[src/rtl/pdm_pkg.sv]
// Shared PDM family definitions: PCM full-scale constants and 32-bit clip helper.
// Output format is offset-binary; PDM_MIDSCALE represents zero.
package pdm_pkg;

  localparam logic [31:0] PDM_MIDSCALE = 32'h8000_0000;
  localparam logic [31:0] PDM_FS_MAX   = 32'hFFFF_FFFF;
  localparam logic [31:0] PDM_FS_MIN   = 32'h0000_0000;

  // Clip a 34-bit signed offset-binary value into 0 .. 2^32-1.
  function automatic logic [31:0] sat32(input logic signed [33:0] v);
    if (v > 34'sh0_FFFF_FFFF)
      return PDM_FS_MAX;
    else if (v < 34'sh0)
      return PDM_FS_MIN;
    else
      return v[31:0];
  endfunction

endpackage

[src/rtl/pdm_edge_sync.sv]
// Two-flop synchroniser with single-clk edge pulse.
// Ports: clk, rst (async high), async_i, edge_o (FALL=0 rise, FALL=1 fall).
module pdm_edge_sync #(
  parameter bit FALL = 1'b0
) (
  input  logic clk,
  input  logic rst,
  input  logic async_i,
  output logic edge_o
);

  logic d_q;
  logic dd_q;

  always_ff @(posedge clk or posedge rst) begin
    if (rst) begin
      d_q  <= 1'b0;
      dd_q <= 1'b0;
    end else begin
      d_q  <= async_i;
      dd_q <= d_q;
    end
  end

  assign edge_o = FALL ? (~d_q & dd_q) : (d_q & ~dd_q);

endmodule

[src/rtl/pdm_cic_decimator.sv]
// PDM -> PCM CIC (Hogenauer) decimator, ratio 2^LOG2_DECIM, ORDER stages.
// Ports: clk, rst, sdi, ock in; dout (offset-binary), dout_valid, sat out.
module pdm_cic_decimator
  import pdm_pkg::*;
#(
  parameter int ORDER      = 4,
  parameter int LOG2_DECIM = 6
) (
  input  logic        clk,
  input  logic        rst,
  input  logic        sdi,
  input  logic        ock,
  output logic [31:0] dout,
  output logic        dout_valid,
  output logic        sat
);

  localparam int W  = ORDER * LOG2_DECIM + 2;
  localparam int SH = 31 - ORDER * LOG2_DECIM;

  logic tick;

  pdm_edge_sync #(.FALL(1'b0)) u_ock_sync (
    .clk     (clk),
    .rst     (rst),
    .async_i (ock),
    .edge_o  (tick)
  );

  logic signed [W-1:0] x;
  logic signed [W-1:0] int_q  [ORDER];
  logic signed [W-1:0] int_in [ORDER];
  logic signed [W-1:0] dly_q  [ORDER];
  logic signed [W-1:0] cmb_in [ORDER];
  logic signed [W-1:0] cmb    [ORDER];
  logic signed [W-1:0] y_q;

  logic [LOG2_DECIM-1:0] cnt_q;
  logic                  str_q;
  logic                  y_vld_q;
  logic [31:0]           dout_q;
  logic                  dout_valid_q;
  logic                  sat_q;

  assign x = sdi ? W'(1) : '1;

  // Integrators wrap mod 2^W; each stage adds the previous stage's old value.
  for (genvar k = 0; k < ORDER; k++) begin : g_int
    if (k == 0) begin : g_first
      assign int_in[k] = x;
    end else begin : g_rest
      assign int_in[k] = int_q[k-1];
    end

    always_ff @(posedge clk or posedge rst) begin
      if (rst)
        int_q[k] <= '0;
      else if (tick)
        int_q[k] <= int_q[k] + int_in[k];
    end
  end

  // Combs run once per frame, the cycle after the strobe tick.
  for (genvar k = 0; k < ORDER; k++) begin : g_cmb
    if (k == 0) begin : g_first
      assign cmb_in[k] = int_q[ORDER-1];
    end else begin : g_rest
      assign cmb_in[k] = cmb[k-1];
    end

    assign cmb[k] = cmb_in[k] - dly_q[k];

    always_ff @(posedge clk or posedge rst) begin
      if (rst)
        dly_q[k] <= '0;
      else if (str_q)
        dly_q[k] <= cmb_in[k];
    end
  end

  always_ff @(posedge clk or posedge rst) begin
    if (rst) begin
      cnt_q <= '0;
      str_q <= 1'b0;
    end else begin
      str_q <= tick && (cnt_q == '1);
      if (tick)
        cnt_q <= cnt_q + 1'b1;
    end
  end

  always_ff @(posedge clk or posedge rst) begin
    if (rst) begin
      y_q     <= '0;
      y_vld_q <= 1'b0;
    end else begin
      y_vld_q <= str_q;
      if (str_q)
        y_q <= cmb[ORDER-1];
    end
  end

  // W+SH = 33, so the scaled value plus offset fits 34 signed bits.
  logic signed [33:0] y_ext;
  logic signed [33:0] pcm;

  assign y_ext = 34'(y_q);
  assign pcm   = (y_ext <<< SH) + 34'sh0_8000_0000;

  always_ff @(posedge clk or posedge rst) begin
    if (rst) begin
      dout_q       <= PDM_MIDSCALE;
      dout_valid_q <= 1'b0;
      sat_q        <= 1'b0;
    end else begin
      dout_valid_q <= y_vld_q;
      sat_q        <= y_vld_q && (pcm > 34'sh0_FFFF_FFFF);
      if (y_vld_q)
        dout_q <= sat32(pcm);
    end
  end

  assign dout       = dout_q;
  assign dout_valid = dout_valid_q;
  assign sat        = sat_q;

endmodule

[config.mk]
export PLATFORM = sky130hd
export DESIGN_NAME = pdm_cic_decimator
export DESIGN_NICKNAME = d
export VERILOG_FILES = /design/src/rtl/pdm_pkg.sv /design/src/rtl/pdm_edge_sync.sv /design/src/rtl/pdm_cic_decimator.sv
export SDC_FILE = /design/constraint.sdc
export NUM_CORES = 1
export LEC_CHECK = 0
export ABC_AREA = 1
export CAP_MARGIN = 20
export CORE_UTILIZATION = 50
export CTS_CLUSTER_DIAMETER = 120
export DETAILED_ROUTE_END_ITERATION = 10
export PLACE_DENSITY = 0.66
export SLEW_MARGIN = 20
export SYNTH_ARGS = -nofsm -noshare
export SYNTH_HDL_FRONTEND = slang
export SYNTH_HIERARCHICAL = 1
export SYNTH_SLANG_ARGS = --single-unit
[constraint.sdc]
create_clock -name clk -period 12.5 [get_ports clk]
set_clock_uncertainty 0.15 [all_clocks]
set_input_delay 2.5 -clock clk [delete_from_list [all_inputs] [get_ports clk]]
set_output_delay 2.5 -clock clk [all_outputs]
set_load 0.005 [all_outputs]
Word level (Yosys, flattened, before mapping)
Cells that the tools add are included. W data, S select, Z words.

Bits in registers: 278. Input port bits: 4. Output and inout bits: 34. Word-level logic and storage cells: 37.

Add/sub/neg operators: 10. $lt $le $gt $ge: 2. Equal/unequal tests: 1. Mux-type cells: 3. Bitwise logic cells: 2. Reduce and logical (&&, ||, !) cells: 2.

Operator list (count): $add A26 B26 Y26 (4); $sub A26 B26 Y26 (4); $mux W32 (2); $add A33 B33 Y34 const B (1); $gt A34 B33 Y1 const B (1); $lt A34 B1 Y1 const B (1); $mux W26 (1); $add A6 B1 Y6 const B (1); $eq A6 B6 Y1 const B (1); $logic_and A1 B1 Y1 (2); $and A1 B1 Y1 (1); $not A1 Y1 (1).

Longest topological paths before layout
Depth in word-level cells: 4. Depth in mapped cells: 43. Mapped depth without buffers: 43.

Modules after synthesis
The synthesis kept the hierarchy.

By module, submodules not included: pdm_cic_decimator (instances 1, cells an instance 2539, area each 19454.9 sq um, sequential area each 6757.7 sq um); pdm_edge_sync (instances 1, cells an instance 5, area each 63.8 sq um, sequential area each 50.0 sq um).

Least setup slack after synthesis
Ideal clock, no wire load.

Kind: reg2reg. Start: register int_q (netlist bit cmb_in[78]). End: register y_q[24]. Library setup time: 136 ps. Arrival: 5346 ps. Required time: 12214 ps. Path slack: 6868 ps. Stages on the path, launching flop included: 39. Period minus slack after synthesis: 5632 ps. Cells stage by stage: dfrtp_1 > inv_1 > ha_1 > inv_1 > fa_1 > nand3_1 > nand2_1 > nand3_1 > nand2_1 > nand3_1 > nand2_1 > nand3_1 > nand2_1 > nand2_1 > nand2_2 > nand2_1 > nand2_1 > xor2_1 > (+3 left out) > a21oi_2 > o21ai_1 > xor2_1 > ha_1 > nand2_1 > nor4_1 > nand4_1 > nand3_1 > nand3_1 > nand2_1 > a31oi_1 > xor2_1 > ha_1 > a21oi_1 > nor2_1 > a211oi_1 > xor2_1 > o21ai_0.

RTL lines: start: declaration (line pdm_cic_decimator.sv:31) `logic signed [W-1:0] int_q [ORDER];`; start signal: indexed assignment (line pdm_cic_decimator.sv:59) `int_q[k] <= int_q[k] + int_in[k];`; end signal: assignment (line pdm_cic_decimator.sv:99) `y_q <= cmb[ORDER-1];`; end: declaration (line pdm_cic_decimator.sv:36) `logic signed [W-1:0] y_q;`.

==> impl_metrics.tcl <==
set metrics [dict create \
    ant_nets 0 \
    grt_pass1_vias 16521 \
    synth_warnings 6 \
    syn_inst 2544 \
    setup_violations 0 \
    crit_path_end "y_q[24]$_DFFE_PP0P_" \
    clock-sinks 272 \
    whs_ns 0.229 \
    fin_crit_sh 0.533 \
    maxSlewViolCount 0 \
    hold_path_depth 0 \
    reg2reg_to "y_q[24]$_DFFE_PP0P_" \
    overflow 0 \
    wl_per_cell_um 14.5 \
    startpoint "cmb_in[78]$_DFFE_PP0P_" \
    ctsResizeCount 0 \
    synth_cell_types 50 \
    grt_first_pass_wirelength_um 76700 \
    nets 2777 \
    fin_util 0.557 \
    rows 72 \
    worstPathMaxFanout 4 \
    crit_path_frequent_cell "nand2_1" \
    synth_top_flop_cell "dfrtp_1" \
    num_vias 16631 \
    drtIter0Drc 835 \
    routed_wl_um 45200 \
    reg2reg_from "cmb_in[78]$_DFFE_PP0P_" \
    ios 38 \
    crit_path_start_kind "flip-flop" \
    rrSetupSlack_ns 5.83 \
    cap_viol_max_count 0 \
    ys_ff_latch 272 \
    drt-vias-per-instance 5.35 \
    gp_congestion 0.914 \
    h-tree-depth 2 \
    yosys-top-cells-area "dfrtp_1 (35%), ha_1 (13%), nand2_1 (11%), o21ai_0 (6.3%), inv_1 (5.6%)" \
    cts_tree "built" \
    max_freq_mhz 150 \
    syn-num-nets 2756 \
    place_area_sq_mm 0.0204 \
    layout-drive-gt1-share 0.0571 \
    outcome "finished, final reports clean" \
    crit_type "flip-flop to flip-flop" \
    min_period_ns 6.67 \
    grt_max_degree 105 \
    postCtsSetupBuffers 0 \
    worst_path_max_delay_cell "nor4_1" \
    grtUsageTotal 0.237 \
    ys_seq_area_frac 0.349 \
    antennaDiodeCount 0 \
    synth_edf_count 0 \
    drt_first_pass_iters 7 \
    cp.required_ns 12.75 \
    async_reset_ff_frac 1.00 \
    cts-root-buf "clkbuf_16" \
    rsz0062_at_grt "no" \
    synth_area_leader_cell "dfrtp_1" \
    avgSynthCellArea_sq_um 7.67 \
    holdCritPathClass "flip-flop to flip-flop" \
    post-dp-hpwl_um 34000 \
    synth_top_cell_area_share 0.347 \
    clockBufferDepth 3 \
    worstMarginPinSlew_ns 0.860 \
    clk_latency_ns 0.53 \
    drt_drc_violations_left 0 \
    hold_viol 0 \
    fin_area_sq_mm 0.0215 \
    areaGrowthSynthToFinish_pct 10.1 \
    syn-cell-area_sq_mm 0.0195 \
    antenna_found_initial 0 \
    die_w_um 200 \
    cp-end-kind "flip-flop" \
    fin_setup_tns_ns 0 \
    max_stage_delay_ns 0.47 \
    slew_headroom 0.427 \
    cts_inserted_buffers 34 \
    die_h_um 200 \
    clkTransAtPathRegs_ns 0.06 \
    design.die.area_sq_mm 0.0398 \
    cts-hold-fix-buffers 0 \
    reg2regPathDepth 38 \
    core-area_sq_mm 0.0386 \
    port-buffer-count 37 \
    start_util 0.506 \
    cp.arrival_ns 6.92 \
]
[cells in the mapped netlist (39+ instances only)]
library cell,number
nand2_1,595
inv_1,292
dfrtp_1,271
o21ai_0,246
ha_1,200
a21oi_1,190
nor2_1,142
nand3_1,104
xor2_1,95
xnor2_1,51
clkbuf_1,50
a31oi_1,39
[registers in the layout, summed over array words and instances, names as in the netlist, 6 cells and up]
register  count
int_in       78
dout         26
cmb_in       26
cnt_q         6
y_q          26
dly_q       104
[final cells by class]
cell class | instances | area, sq um
Clock buffer | 44 | 940
Fill cell | 3657 | 17100
Tap cell | 518 | 648
Multi-Input combinational cell | 1914 | 11300
Clock inverter | 17 | 180
Sequential cell | 272 | 6810
Inverter | 294 | 1110
Timing Repair Buffer | 49 | 460
[cells in the final DEF (no fill, tap or decap), types with 16 or more instances in the layout]
cell,n
a21oi_1,190
xnor2_1,51
o21ai_1,35
o22ai_1,25
nor3_1,16
xor2_1,95
dfrtp_1,270
nand2_1,595
inv_1,290
a31oi_1,39
clkdlybuf4s50_1,37
ha_1,200
clkbuf_16,35
o21ai_0,246
or2_2,26
nor2_1,142
nand3_1,104
[critical path, delay by kind of cell (launching register included)]
kind,cells,cell delay (ns)
adders and majority gates,5,1.62
and+or+nand+nor,24,2.95
xor gates and xnor gates,4,0.76
AOI/OAI and AO/OA,3,0.50
buffers and inverters,2,0.17
DFF,1,0.38
[cells by family (layout without fill, tap and decap cells)]
logic type / after synthesis / in the layout / share of synthesized area
flops: 272 / 272 / 0.349
compound gates: 619 / 619 / 0.177
fa+ha+maj: 208 / 208 / 0.136
buf+inv: 358 / 404 / 0.0708
simple gates: 941 / 941 / 0.202
xor+xnor: 146 / 146 / 0.0655
[through the flow]
| step | cells | setup slack, ns |
|---|---|---|
| after floorplan | 2544 | 2.41 |
| after global placement | 3047 | 5.81 |
| after detailed placement | 3047 | 5.80 |
| after CTS | 3108 | 5.73 |
| after global routing | 3108 | 5.13 |
| final | 3108 | 5.83 |
[worst min-delay path by stage]
stage / start / to / slack (ns)
2_1_floorplan: y_vld_q$_DFF_PP0_ / dout_valid$_DFF_PP0_ / 0.20
3_3_place_gp: u_ock_sync/d_q$_DFF_PP0_ / u_ock_sync/dd_q$_DFF_PP0_ / 0.21
3_5_place_dp: u_ock_sync/d_q$_DFF_PP0_ / u_ock_sync/dd_q$_DFF_PP0_ / 0.22
4_1_cts: u_ock_sync/d_q$_DFF_PP0_ / u_ock_sync/dd_q$_DFF_PP0_ / 0.23
5_1_grt: u_ock_sync/d_q$_DFF_PP0_ / u_ock_sync/dd_q$_DFF_PP0_ / 0.25
6_report: u_ock_sync/d_q$_DFF_PP0_ / u_ock_sync/dd_q$_DFF_PP0_ / 0.23
[per-layer routing]
metal / track usage / up-vias / wire, um
met5: 0 / - / 0
li1: - / 8548 / -
met2: 0.450 / 241 / 23700
met1: 0.265 / 7757 / 18900
met3: 0.0290 / 85 / 1190
met4: 0.0930 / 0 / 1500
Power is left out: the tool's default activity adds up to more than one toggle a clock period on the data nets, which glitch-free logic cannot reach.
